`config.mk`:
```
export PLATFORM = sky130hd
export DESIGN_NAME = uart_tx_core
export DESIGN_NICKNAME = d
export VERILOG_FILES = /design/src/rtl/uart_pkg.sv /design/src/rtl/uart_tx_core_tick.sv /design/src/rtl/uart_tx_core.sv
export SDC_FILE = /design/constraint.sdc
export NUM_CORES = 1
export LEC_CHECK = 0
export BUFFER_PORTS_ARGS = -buffer_cell sky130_fd_sc_hd__buf_2
export CORE_MARGIN = 8
export CORE_UTILIZATION = 41
export CTS_BUF_LIST = sky130_fd_sc_hd__clkbuf_16
export DETAILED_ROUTE_END_ITERATION = 8
export PLACE_DENSITY_LB_ADDON = 0.25
export SYNTH_ARGS = -nofsm -noshare
export SYNTH_HDL_FRONTEND = slang
export SYNTH_SLANG_ARGS = --single-unit
```
`constraint.sdc`:
```
create_clock -name clk -period 3.8 [get_ports clk]
set_input_delay 0.57 -clock clk [delete_from_list [all_inputs] [get_ports clk]]
set_output_delay 0.57 -clock clk [all_outputs]
set_load 0.1 [all_outputs]
```
`src/rtl/uart_pkg.sv`:
```
// uart_pkg: definitions shared by the UART transmit and receive cores.
//   - tx_state_t : 2-bit FSM state encoding (idle/start/data/stop)
//   - OVERSAMPLE : ticks per bit period (16x oversampling)
//   - DEFAULT_BAUDRATE / DEFAULT_CLK_FREQUENCY : board defaults
//   - calc_div() : clocks per oversampling tick, integer truncation
package uart_pkg;

  typedef enum logic [1:0] {
    ST_IDLE  = 2'd0,
    ST_START = 2'd1,
    ST_DATA  = 2'd2,
    ST_STOP  = 2'd3
  } tx_state_t;

  localparam int OVERSAMPLE            = 16;
  localparam int DEFAULT_BAUDRATE      = 9600;
  localparam int DEFAULT_CLK_FREQUENCY = 100000000;

  // Clocks between oversampling ticks. Truncating division matches the
  // receive core so both ends agree on the bit period.
  function automatic int calc_div(input int clk_frequency, input int baudrate);
    return clk_frequency / (baudrate * OVERSAMPLE);
  endfunction

endpackage

```
`src/rtl/uart_tx_core_tick.sv`:
```
// tx_baudrate_tick_generator: modulo-DIV counter producing a 1-clk tick.
//   clk    : system clock, rising edge
//   reset  : synchronous, active-high; counter to 0
//   clear  : synchronous restart of the count at 0 (used at frame acceptance)
//   tick   : high for one clk each time the count reaches DIV-1
// After a clear on edge E, the first tick is acted on at edge E+DIV.
module tx_baudrate_tick_generator
  import uart_pkg::*;
#(
  parameter int baudrate  = DEFAULT_BAUDRATE,
  parameter int frequency = DEFAULT_CLK_FREQUENCY
) (
  input  logic clk,
  input  logic reset,
  input  logic clear,
  output logic tick
);

  localparam int DIV   = calc_div(frequency, baudrate);
  localparam int CNT_W = (DIV > 1) ? $clog2(DIV) : 1;
  localparam logic [CNT_W-1:0] CNT_LAST = CNT_W'(DIV - 1);

  logic [CNT_W-1:0] cnt_q;

  always_ff @(posedge clk) begin
    if (reset || clear) begin
      cnt_q <= '0;
    end else if (cnt_q == CNT_LAST) begin
      cnt_q <= '0;
    end else begin
      cnt_q <= cnt_q + 1'b1;
    end
  end

  // Decoded straight from the count flop; only feeds internal logic.
  assign tick = (cnt_q == CNT_LAST);

endmodule

```
`src/rtl/uart_tx_core.sv`:
```
// uart_tx_core: UART transmitter. Sends 1 start bit (0), NUMBER_OF_DATA_BITS
// data bits LSB first, then a stop period (1) of NUMBER_OF_STOP_BIT_TICKS ticks.
// One bit period = 16 oversampling ticks.
//   clk          : system clock, rising edge
//   reset        : synchronous, active-high; aborts any frame in flight
//   tx_start     : send request, accepted only while idle (no queueing)
//   data_in      : byte to send, captured on acceptance
//   tx           : serial line, idle high, driven from a flop
//   tx_busy      : high from acceptance until the frame-end edge
//   tx_done_tick : 1-clk pulse on the frame-end edge
// Handshake: a transfer happens on a rising edge where the core is idle and
// tx_start is high; tx_busy is the inverse of "ready" one cycle late, and
// tx_start is ignored whenever the core is not idle.
module uart_tx_core
  import uart_pkg::*;
#(
  parameter int NUMBER_OF_DATA_BITS      = 8,
  parameter int NUMBER_OF_STOP_BIT_TICKS = 16,
  parameter int BAUDRATE                 = DEFAULT_BAUDRATE,
  parameter int CLK_FREQUENCY            = DEFAULT_CLK_FREQUENCY
) (
  input  logic                           clk,
  input  logic                           reset,
  input  logic                           tx_start,
  input  logic [NUMBER_OF_DATA_BITS-1:0] data_in,
  output logic                           tx,
  output logic                           tx_busy,
  output logic                           tx_done_tick
);

  localparam int BIT_W = $clog2(NUMBER_OF_DATA_BITS);
  localparam logic [4:0]       OVS_LAST  = 5'(OVERSAMPLE - 1);
  localparam logic [4:0]       STOP_LAST = 5'(NUMBER_OF_STOP_BIT_TICKS - 1);
  localparam logic [BIT_W-1:0] BIT_LAST  = BIT_W'(NUMBER_OF_DATA_BITS - 1);

  tx_state_t                    state_q, state_d;
  logic [4:0]                   tick_cnt_q, tick_cnt_d;
  logic [BIT_W-1:0]             bit_cnt_q, bit_cnt_d;
  logic [NUMBER_OF_DATA_BITS-1:0] shift_q, shift_d;
  logic                         tx_q, tx_d;
  logic                         busy_q, busy_d;
  logic                         done_q, done_d;
  logic                         clear_div;
  logic                         tick;

  tx_baudrate_tick_generator #(
    .baudrate  (BAUDRATE),
    .frequency (CLK_FREQUENCY)
  ) u_tick (
    .clk   (clk),
    .reset (reset),
    .clear (clear_div),
    .tick  (tick)
  );

  always_ff @(posedge clk) begin
    if (reset) begin
      state_q    <= ST_IDLE;
      tick_cnt_q <= '0;
      bit_cnt_q  <= '0;
      shift_q    <= '0;
      tx_q       <= 1'b1;
      busy_q     <= 1'b0;
      done_q     <= 1'b0;
    end else begin
      state_q    <= state_d;
      tick_cnt_q <= tick_cnt_d;
      bit_cnt_q  <= bit_cnt_d;
      shift_q    <= shift_d;
      tx_q       <= tx_d;
      busy_q     <= busy_d;
      done_q     <= done_d;
    end
  end

  always_comb begin
    state_d    = state_q;
    tick_cnt_d = tick_cnt_q;
    bit_cnt_d  = bit_cnt_q;
    shift_d    = shift_q;
    tx_d       = tx_q;
    busy_d     = busy_q;
    done_d     = 1'b0;
    clear_div  = 1'b0;

    case (state_q)
      ST_IDLE: begin
        tx_d   = 1'b1;
        busy_d = 1'b0;
        if (tx_start) begin
          // Restarting the divider here makes every bit exactly 16*DIV
          // clocks long, measured from the acceptance edge.
          shift_d    = data_in;
          tick_cnt_d = '0;
          bit_cnt_d  = '0;
          clear_div  = 1'b1;
          tx_d       = 1'b0;
          busy_d     = 1'b1;
          state_d    = ST_START;
        end
      end

      ST_START: begin
        if (tick) begin
          if (tick_cnt_q == OVS_LAST) begin
            tick_cnt_d = '0;
            tx_d       = shift_q[0];
            state_d    = ST_DATA;
          end else begin
            tick_cnt_d = tick_cnt_q + 1'b1;
          end
        end
      end

      ST_DATA: begin
        if (tick) begin
          if (tick_cnt_q == OVS_LAST) begin
            tick_cnt_d = '0;
            shift_d    = shift_q >> 1;
            if (bit_cnt_q == BIT_LAST) begin
              tx_d    = 1'b1;
              state_d = ST_STOP;
            end else begin
              // shift_q[0] is on the line now; shift_q[1] is the next LSB.
              bit_cnt_d = bit_cnt_q + 1'b1;
              tx_d      = shift_q[1];
            end
          end else begin
            tick_cnt_d = tick_cnt_q + 1'b1;
          end
        end
      end

      ST_STOP: begin
        tx_d = 1'b1;
        if (tick) begin
          if (tick_cnt_q == STOP_LAST) begin
            // Back in idle this same edge, so a request in the done cycle
            // is accepted on the next edge with no extra idle bit.
            tick_cnt_d = '0;
            state_d    = ST_IDLE;
            busy_d     = 1'b0;
            done_d     = 1'b1;
          end else begin
            tick_cnt_d = tick_cnt_q + 1'b1;
          end
        end
      end

      default: begin
        state_d = ST_IDLE;
      end
    endcase
  end

  assign tx           = tx_q;
  assign tx_busy      = busy_q;
  assign tx_done_tick = done_q;

endmodule

```
-- Word level (Yosys, flattened, before mapping)
Index checks and enable logic that the tools add are counted.
- register bits after elaboration: 31
- output and inout port bits: 3
- input port bits: 11
- mux-type cells: 35
- reductions and logical operators: 13
- bitwise logic cells: 2
- eq/ne operators: 16
- $add $sub $neg: 3
- operator list (kind ; number):
    $mux 8 ; 3
    $ne 2x2->1 const B ; 9
    $mux 2 ; 8
    $pmux 8 s2 ; 1
    $mux 5 ; 3
    $mux 3 ; 4
    $mux 1 ; 11
    $add 10x1->10 const B ; 1
    $eq 10x10->1 const B ; 1
    $pmux 5 s2 ; 1
    $pmux 2 s4 ; 1
    $reduce_and 4->1 ; 2
    $reduce_and 8->1 ; 1
    $pmux 3 s2 ; 1
    $reduce_or 3->1 ; 2
    $add 5x1->5 const B ; 1
    $eq 5x4->1 const B ; 1
    $reduce_and 5->1 ; 1
    $eq 2x2->1 const B ; 2
    $pmux 1 s4 ; 1
    $reduce_bool 2->1 ; 2
    $add 3x1->3 const B ; 1
    $eq 3x3->1 const B ; 1
    $reduce_and 3->1 ; 1
    8 further kinds ; 9

-- Logic depth before layout (Yosys ltp)
Gate-level depths: netlist of run 1.
- word-level depth: 5
- gate-level depth with buffers: 8
- mapped depth without buffers: 6

-- Cells and area by module
Synthesis of run 1 repeated with hierarchy kept, for this count alone.
- cell total of the unflattened synthesis: 174
- area total of the unflattened synthesis: 1602.8 um2
- by module, submodules not included (module ; times used ; cells an instance ; seq. area each (um2) ; area an instance (um2)):
    uart_tx_core ; 1 ; 123 ; 420.4 ; 1139.8
    tx_baudrate_tick_generator ; 1 ; 51 ; 200.2 ; 462.9

-- Worst setup path after synthesis of run 1
OpenSTA, ideal clock, no wires.
- path kind: reg2reg
- start point: register state_q[0]
- end point: register shift_q[2]
- setup slack: 1.967 ns
- data arrival time: 1.759 ns
- setup time: 0.074 ns
- cell stages (with the launch flop): 8
- path through: dfxtp_1 > inv_1 > ha_1 > mux2i_1 > clkbuf_1 > clkbuf_1 > a21oi_1 > a31oi_1
- word-level cells in the longest chain between the ends: 3
- elaborated cells on any way between the ends: 8
- classes of those cells: eq/ne: 4; mux: 1; reduce/logical: 3
- RTL lines (what ; RTL line ; text):
    start, declared ; uart_tx_core.sv:36 ; tx_state_t state_q, state_d;
    start signal, assigned ; uart_tx_core.sv:66 ; state_q <= state_d;
    $eq 2x2->1 / $logic_not 2->1 (equally long branches) ; uart_tx_core.sv:86 ; case (state_q)
    $ne 2x2->1 (no source line) / $reduce_bool 2->1 (equally long branches) ; - ;
    $reduce_and 4->1 (no source line) ; - ;
    end signal, assigned ; uart_tx_core.sv:69 ; shift_q <= shift_d;
    end, declared ; uart_tx_core.sv:39 ; logic [NUMBER_OF_DATA_BITS-1:0] shift_q, shift_d;
Several ways; a longest one is shown, not always the timed one.
A chain may end at the register's enable or synchronous reset.

-- Worst setup path in the final report of run 1
- start point: register state_q[0]
- end point: register bit_cnt_q[1]
- word-level cells in the longest chain between the ends: 3
- elaborated cells on any way between the ends: 9
- classes of those cells: eq/ne: 5; mux: 1; reduce/logical: 3
- RTL lines (what ; RTL line ; text):
    $eq 2x2->1 / $logic_not 2->1 (equally long branches) ; uart_tx_core.sv:86 ;
    $ne 2x2->1 (no source line) / $reduce_bool 2->1 (equally long branches) ; - ;
    $reduce_and 5->1 (no source line) ; - ;
    end signal, assigned ; uart_tx_core.sv:68 ; bit_cnt_q <= bit_cnt_d;
    end, declared ; uart_tx_core.sv:38 ; logic [BIT_W-1:0] bit_cnt_q, bit_cnt_d;
Several ways; a longest one is shown, not always the timed one.

==> impl_metrics.py, run 1 <==
metrics = {
    "floorplan": {
        "die_area_sq_mm": 0.00636,
        "core_sq_mm": 0.00394,
        "die_width_microns": 79.8,
        "initial_core_util": 0.423,
        "rows": 23,
        "pin_count": 14,
        "die_height_microns": 79.8,
    },
    "synth": {
        "synth-edff-count": 0,
        "synth-main-ff-cell": "dfxtp_1",
        "syn_avg_cell_area_sq_um": 8.55,
        "yosysMostFrequentCell": "dfxtp_1",
        "seq_area_frac_synth": 0.372,
        "postSynthCellCount": 195,
        "synthTopCellsByCount": "dfxtp_1 (31), nand3_1 (21), nor2_1 (15), nand2_1 (14), a21oi_1 (13)",
        "postSynth.asyncResetShare": 0,
        "ys_ff_latch": 31,
        "synth.largest_area_cell": "dfxtp_1",
        "syn-num-nets": 216,
        "synth_top_area_frac": 0.372,
        "syn_area_sq_mm": 0.00167,
        "yosysWarnings": 0,
        "synth.area.top_cells": "dfxtp_1 (37%), ha_1 (7.5%), nand3_1 (6.3%)",
        "synth.distinct_cells": 41,
    },
    "critical_path": {
        "crit_arrival_ns": 2.58,
        "path_cells": "inv_1 -> ha_1 -> mux2i_1 -> buf_4 -> or4_1 -> a31oi_1",
        "path_max_fanout": 29,
        "crit_path_start_kind": "register",
        "cp.required_ns": 3.99,
        "critPathCaptureType": "register",
        "max_stage_delay_ns": 0.74,
        "crit_type": "reg -> reg",
        "slowest_stage": "ha_1",
    },
    "power": {
        "leakage_nw": 0.698,
        "swShare": 0.342,
        "p_per_area_mw_per_mm2": 574,
        "seq_power_share": 0.381,
        "p_switching_uw": 369,
        "p_int_uw": 709,
        "pwr-share-clk": 0.338,
        "vdd_drop_max_v": 0.000319,
        "combPwrFrac": 0.281,
    },
    "worst_hold_path": {
        "min_path_type": "reg -> reg",
    },
    "routing": {
        "ant_nets": 0,
        "avgViaCountPerCell": 5.66,
        "post_drt_wl_per_cell_microns": 14.0,
        "wl_met1_microns": 1680,
        "drt-pass1-iter-count": 4,
        "met2_length_microns": 1640,
        "routed.top_layer": "met4",
        "drc": 0,
        "met3_wirelength_microns": 190,
        "wirelength_microns": 3550,
        "vias": 1431,
        "drtIter0Drc": 125,
    },
    "outcome": {
        "run_status": "finished clean",
    },
    "sta": {
        "worst_slew_pin_slew_ns": 0.871,
        "finalWorstSetupSlack_ns": 1.41,
        "setup_violations": 0,
        "hold_viol": 0,
        "max_freq_mhz": 419,
        "fin_crit_ns": 2.39,
        "fin_crit_sh": 0.628,
        "finalClockSkew_ns": 0.00733,
        "slew_violations": 0,
        "slew-limit-headroom": 0.419,
        "rsz0062_at_grt": "false",
        "tns_ns": 0,
    },
    "clock_network": {
        "cts_buffers": 5,
        "clockBufferDepth": 2,
        "clk_latency_ns": 0.27,
        "post_cts_buffers": 0,
        "cts_tree": "built",
        "htreeDepth": 2,
        "root_buffer": "clkbuf_16",
        "cts_resized": 0,
        "clock-sinks": 31,
        "hold_buffers": 0,
        "clk_pin_slew_ns": 0.05,
    },
    "final_layout": {
        "nets": 223,
        "fill_cells": 372,
        "final-seq-area_sq_um": 621,
        "area_growth_syn_to_layout_pct": 12.7,
        "diodes": 0,
        "drive_above_1_share": 0.118,
        "design_area_sq_mm": 0.00188,
        "multi_input_area_sq_um": 963,
    },
    "global_routing": {
        "grt_usage": 0.118,
        "grt_max_degree": 30,
        "grt_pass1_wl_microns": 6070,
        "grt_pass1_vias": 1343,
        "grt_antenna_before_repair": 0,
        "grt-ovfl-total": 0,
    },
    "place": {
        "io_buffers": 13,
        "dp_hpwl_microns": 2510,
        "placed_area_sq_mm": 0.00174,
        "post-place-ws_ns": 1.43,
        "finalWeightedCongestion": 0.770,
    },
    "run": {
        "timing.max_cap.violations": 0,
    },
}
## final cells by class
| type | count | area share |
|---|---|---|
| Multi-Input combinational cell | 144 | 0.513 |
| Tap cell | 50 | 0.0333 |
| Inverter | 6 | 0.0120 |
| Sequential cell | 31 | 0.330 |
| Clock inverter | 3 | 0.00600 |
| Timing Repair Buffer | 14 | 0.0386 |
| Clock buffer | 5 | 0.0666 |
## stage by stage
step | util | cells | hold slack [ns] | power (mW)
6_report | 0.476 | 253 | 0.462 | 1.08
5_1_grt | 0.476 | 253 | 0.494 | 1.14
4_1_cts | 0.476 | 253 | 0.465 | 1.09
3_5_place_dp | 0.442 | 245 | 0.456 | 0.720
3_3_place_gp | 0.442 | 245 | 0.458 | 0.707
2_1_floorplan | - | 195 | 0.436 | 0.656
## critical path: cells and delay by family (launching register included)
family                   cells  cell delay [ns]
adder cells (fa/ha/maj)      1             0.74
buffers and inverters        2             0.37
flip-flops                   1             0.33
AND/OR/NAND/NOR              1             0.51
AO/OA/AOI/OAI                1             0.19
multiplexers                 1             0.16
## cell usage in the layout, fill, tap and decap left out, types with 2 or more instances in the layout
master      n
nor2_1     15
inv_1       7
a21oi_1    13
a221oi_1    2
nor4_1      2
nor3b_1     9
nor3_1      3
buf_2      13
xor2_1      2
nor2b_1     2
and3_1      2
a31oi_1    11
xnor2_1     6
clkbuf_16   5
mux2i_1     2
nand2_1    14
o211a_1     2
ha_1       10
nand4b_1    2
clkinv_1    2
o211ai_1    4
dfxtp_1    31
or4_1       2
o21ai_0     4
nand3_1    21
## cells by family after synthesis
family,share of synthesized area
XOR/XNOR,0.0420
flip-flops,0.372
adder cells (fa/ha/maj),0.0751
multiplexers,0.0120
AND/OR/NAND/NOR,0.271
AO/OA/AOI/OAI,0.178
buffers and inverters,0.0495
## power groups by stage
stage	registers (mW)	clock network (mW)	logic, mW
2_1_floorplan	0.463	0	0.193
3_3_place_gp	0.415	0	0.292
3_5_place_dp	0.415	0	0.304
4_1_cts	0.410	0.372	0.305
5_1_grt	0.417	0.385	0.337
6_report	0.410	0.364	0.303
## registers in the layout, summed over array words and instances (netlist names)
name,count
tx,1
tick_cnt_q,5
shift_q,8
u_tick.cnt_q,10
state_q,2
tx_busy,1
tx_done_tick,1
bit_cnt_q,3
## metal layers
metal | global-route usage | vias up
met5 | 0 | -
met4 | 0.0382 | 0
met3 | 0.0405 | 4
met2 | 0.188 | 25
met1 | 0.144 | 675
li1 | - | 727
## worst paths after layout
check             startpoint           end  slack (ns)  cells after the start
setup / recovery  state_q[0]  bit_cnt_q[1]        1.41                      6
hold / removal    shift_q[7]    shift_q[7]        0.46                      2
setup reg to reg  state_q[0]  bit_cnt_q[1]        1.41                      6
hold reg to reg   shift_q[7]    shift_q[7]        0.46                      2
Note: power is estimated with default switching activity, not from simulation.
==> inputs of run 2 (changes only) <==
clock period = 2.4 ns   (was 3.8 ns; I/O delays follow)
==> run 2 against run 1 <==
Against the previous run: fmax rose by 14%; via count is 1.8% higher; first-iteration DRC count decreased by 42%; final cell count rose by 1.6%; non-clock buffer count up 4; flip-flop and latch count is the same; critical path depth rose by 1; clock skew decreased by 0.0024 ns; combinational power up 64%.
==> impl_metrics.py, run 2 (same netlist as run 1, synthesis figures left out) <==
metrics = {
    "sta": {
        "fin_crit_sh": 0.873,
        "slew_violations": 0,
        "hold_ws_ns": 0.379,
        "worst_slew_pin_slew_ns": 0.700,
        "slew-limit-headroom": 0.520,
        "rsz0062_at_grt": "false",
        "hold_viol": 0,
        "fin_crit_ns": 2.10,
        "setup_violations": 0,
        "tns_ns": 0,
        "max_freq_mhz": 477,
        "finalClockSkew_ns": 0.00490,
    },
    "critical_path": {
        "critPathTopFamily": "multiplexers",
        "critPathCaptureType": "register",
        "crit_arrival_ns": 2.24,
        "path_cells": "inv_1 -> ha_1 -> mux2i_1 -> buf_4 -> nor3b_1 -> a21oi_1 -> a31oi_1",
        "path_max_fanout": 11,
        "critPathLaunch": "state_q[0]",
        "max_stage_delay_ns": 0.64,
        "crit_path_start_kind": "register",
        "slowest_stage": "mux2i_1",
        "cp.required_ns": 2.54,
        "critical_path_buf_inv_count": 2,
        "r2r_start": "state_q[0]",
        "reg2reg_depth": 7,
        "crit_type": "reg -> reg",
        "rrSetupSlack_ns": 0.30,
        "r2r-end": "shift_q[0]",
    },
    "worst_hold_path": {
        "min_path_type": "in -> reg",
        "hold_path_end": "shift_q[7]",
        "holdCritStartpoint": "data_in[7]",
        "holdPathStages": 3,
    },
    "place": {
        "io_buffers": 13,
        "dp_hpwl_microns": 2630,
        "finalWeightedCongestion": 0.792,
    },
    "power": {
        "vdd_drop_max_v": 0.000568,
        "p_per_area_mw_per_mm2": 905,
        "leakage_nw": 0.722,
        "power.total_mw": 1.73,
    },
    "routing": {
        "post_drt_wl_per_cell_microns": 14.1,
        "ant_nets": 0,
        "wirelength_microns": 3620,
        "drtIter0Drc": 72,
        "avgViaCountPerCell": 5.67,
        "drc": 0,
        "drt-pass1-iter-count": 4,
        "vias": 1457,
    },
    "final_layout": {
        "largest_register_ffs": 10,
        "multi_input_area_sq_um": 963,
        "area_growth_syn_to_layout_pct": 14.6,
        "fin_util": 0.484,
        "final-seq-area_sq_um": 621,
        "nets": 227,
        "diodes": 0,
        "largestRegisters": "u_tick.cnt_q: 10 flops, shift_q: 8 flops, tick_cnt_q: 5 flops",
        "drive_above_1_share": 0.140,
        "top_register": "u_tick.cnt_q",
        "final_common_cell": "dfxtp_1",
        "fill_cells": 383,
        "mostFrequentLayoutCells": "dfxtp_1 (31), nand3_1 (21), nor2_1 (15)",
    },
    "floorplan": {
        "die_height_microns": 79.8,
        "rows": 23,
        "core_sq_mm": 0.00394,
        "die_area_sq_mm": 0.00636,
        "initial_core_util": 0.423,
        "pin_count": 14,
        "die_width_microns": 79.8,
    },
    "clock_network": {
        "clockBufferDepth": 2,
        "clk_pin_slew_ns": 0.05,
        "post_cts_buffers": 0,
        "cts_buffers": 5,
        "cts_tree": "built",
        "htreeDepth": 2,
        "clock-sinks": 31,
        "root_buffer": "clkbuf_16",
        "hold_buffers": 0,
        "cts_resized": 0,
        "clk_latency_ns": 0.27,
    },
    "global_routing": {
        "grt_pass1_wl_microns": 6200,
        "grt_usage": 0.120,
        "grt_antenna_before_repair": 0,
        "grt-ovfl-total": 0,
        "grt_max_degree": 24,
        "grt_pass1_vias": 1450,
    },
    "run": {
        "timing.max_cap.violations": 0,
    },
    "outcome": {
        "run_status": "finished clean",
    },
}
run 2: cell types whose count changed in the layout (fill, tap and decap cells not counted):
cell      previous run  this run
clkinv_2             0         1
inv_1                7         8
clkinv_1             2         0
buf_4                1         5
run 2: how the worst max path moves through the flow:
stage                     slack [ns]  cells past startpoint    endpoint
after detailed placement        0.31                      7  shift_q[0]
after floorplan                 0.57                      7  shift_q[2]
after global routing            0.07                      7  shift_q[2]
after CTS                       0.30                      7  shift_q[0]
final                           0.30                      7  shift_q[0]
after global placement          0.41                      7          tx
run 2: area by class of cell:
type / count / area share
clock inverters: 3 / 0.00655
clock buffers: 5 / 0.0655
well taps: 50 / 0.0328
multi-input cells: 144 / 0.505
repair buffers: 18 / 0.0537
flip-flops and latches: 31 / 0.325
inverters: 6 / 0.0118
run 2: metrics by stage:
stage	std cells	setup WS, ns	area (sq um)
floorplan	195	0.567	1670
global placement	249	0.406	1770
detailed placement	249	0.312	1770
CTS	257	0.298	1910
global route	257	0.0688	1910
finish	257	0.304	1910
run 2: worst reg2reg max path: cells and delay by family (launching register included):
kind / cells / cell delay [ns]
and+or+nand+nor: 1 / 0.07
AOI/OAI and AO/OA: 2 / 0.24
adders and majority gates: 1 / 0.28
DFF: 1 / 0.33
buffers and inverters: 2 / 0.41
muxes: 1 / 0.64
run 2: per-layer routing:
metal	up-vias	track usage	wire length [microns]
met5	-	0	0
met4	0	0.0600	45
met3	4	0.0383	203
met2	25	0.191	1600
met1	692	0.142	1770
li1	736	-	-
run 2: power by group:
group	total (mW)	internal (mW)	switching, mW
Clock	0.581	0.373	0.207
Combinational	0.498	0.170	0.328
Sequential	0.649	0.589	0.0607
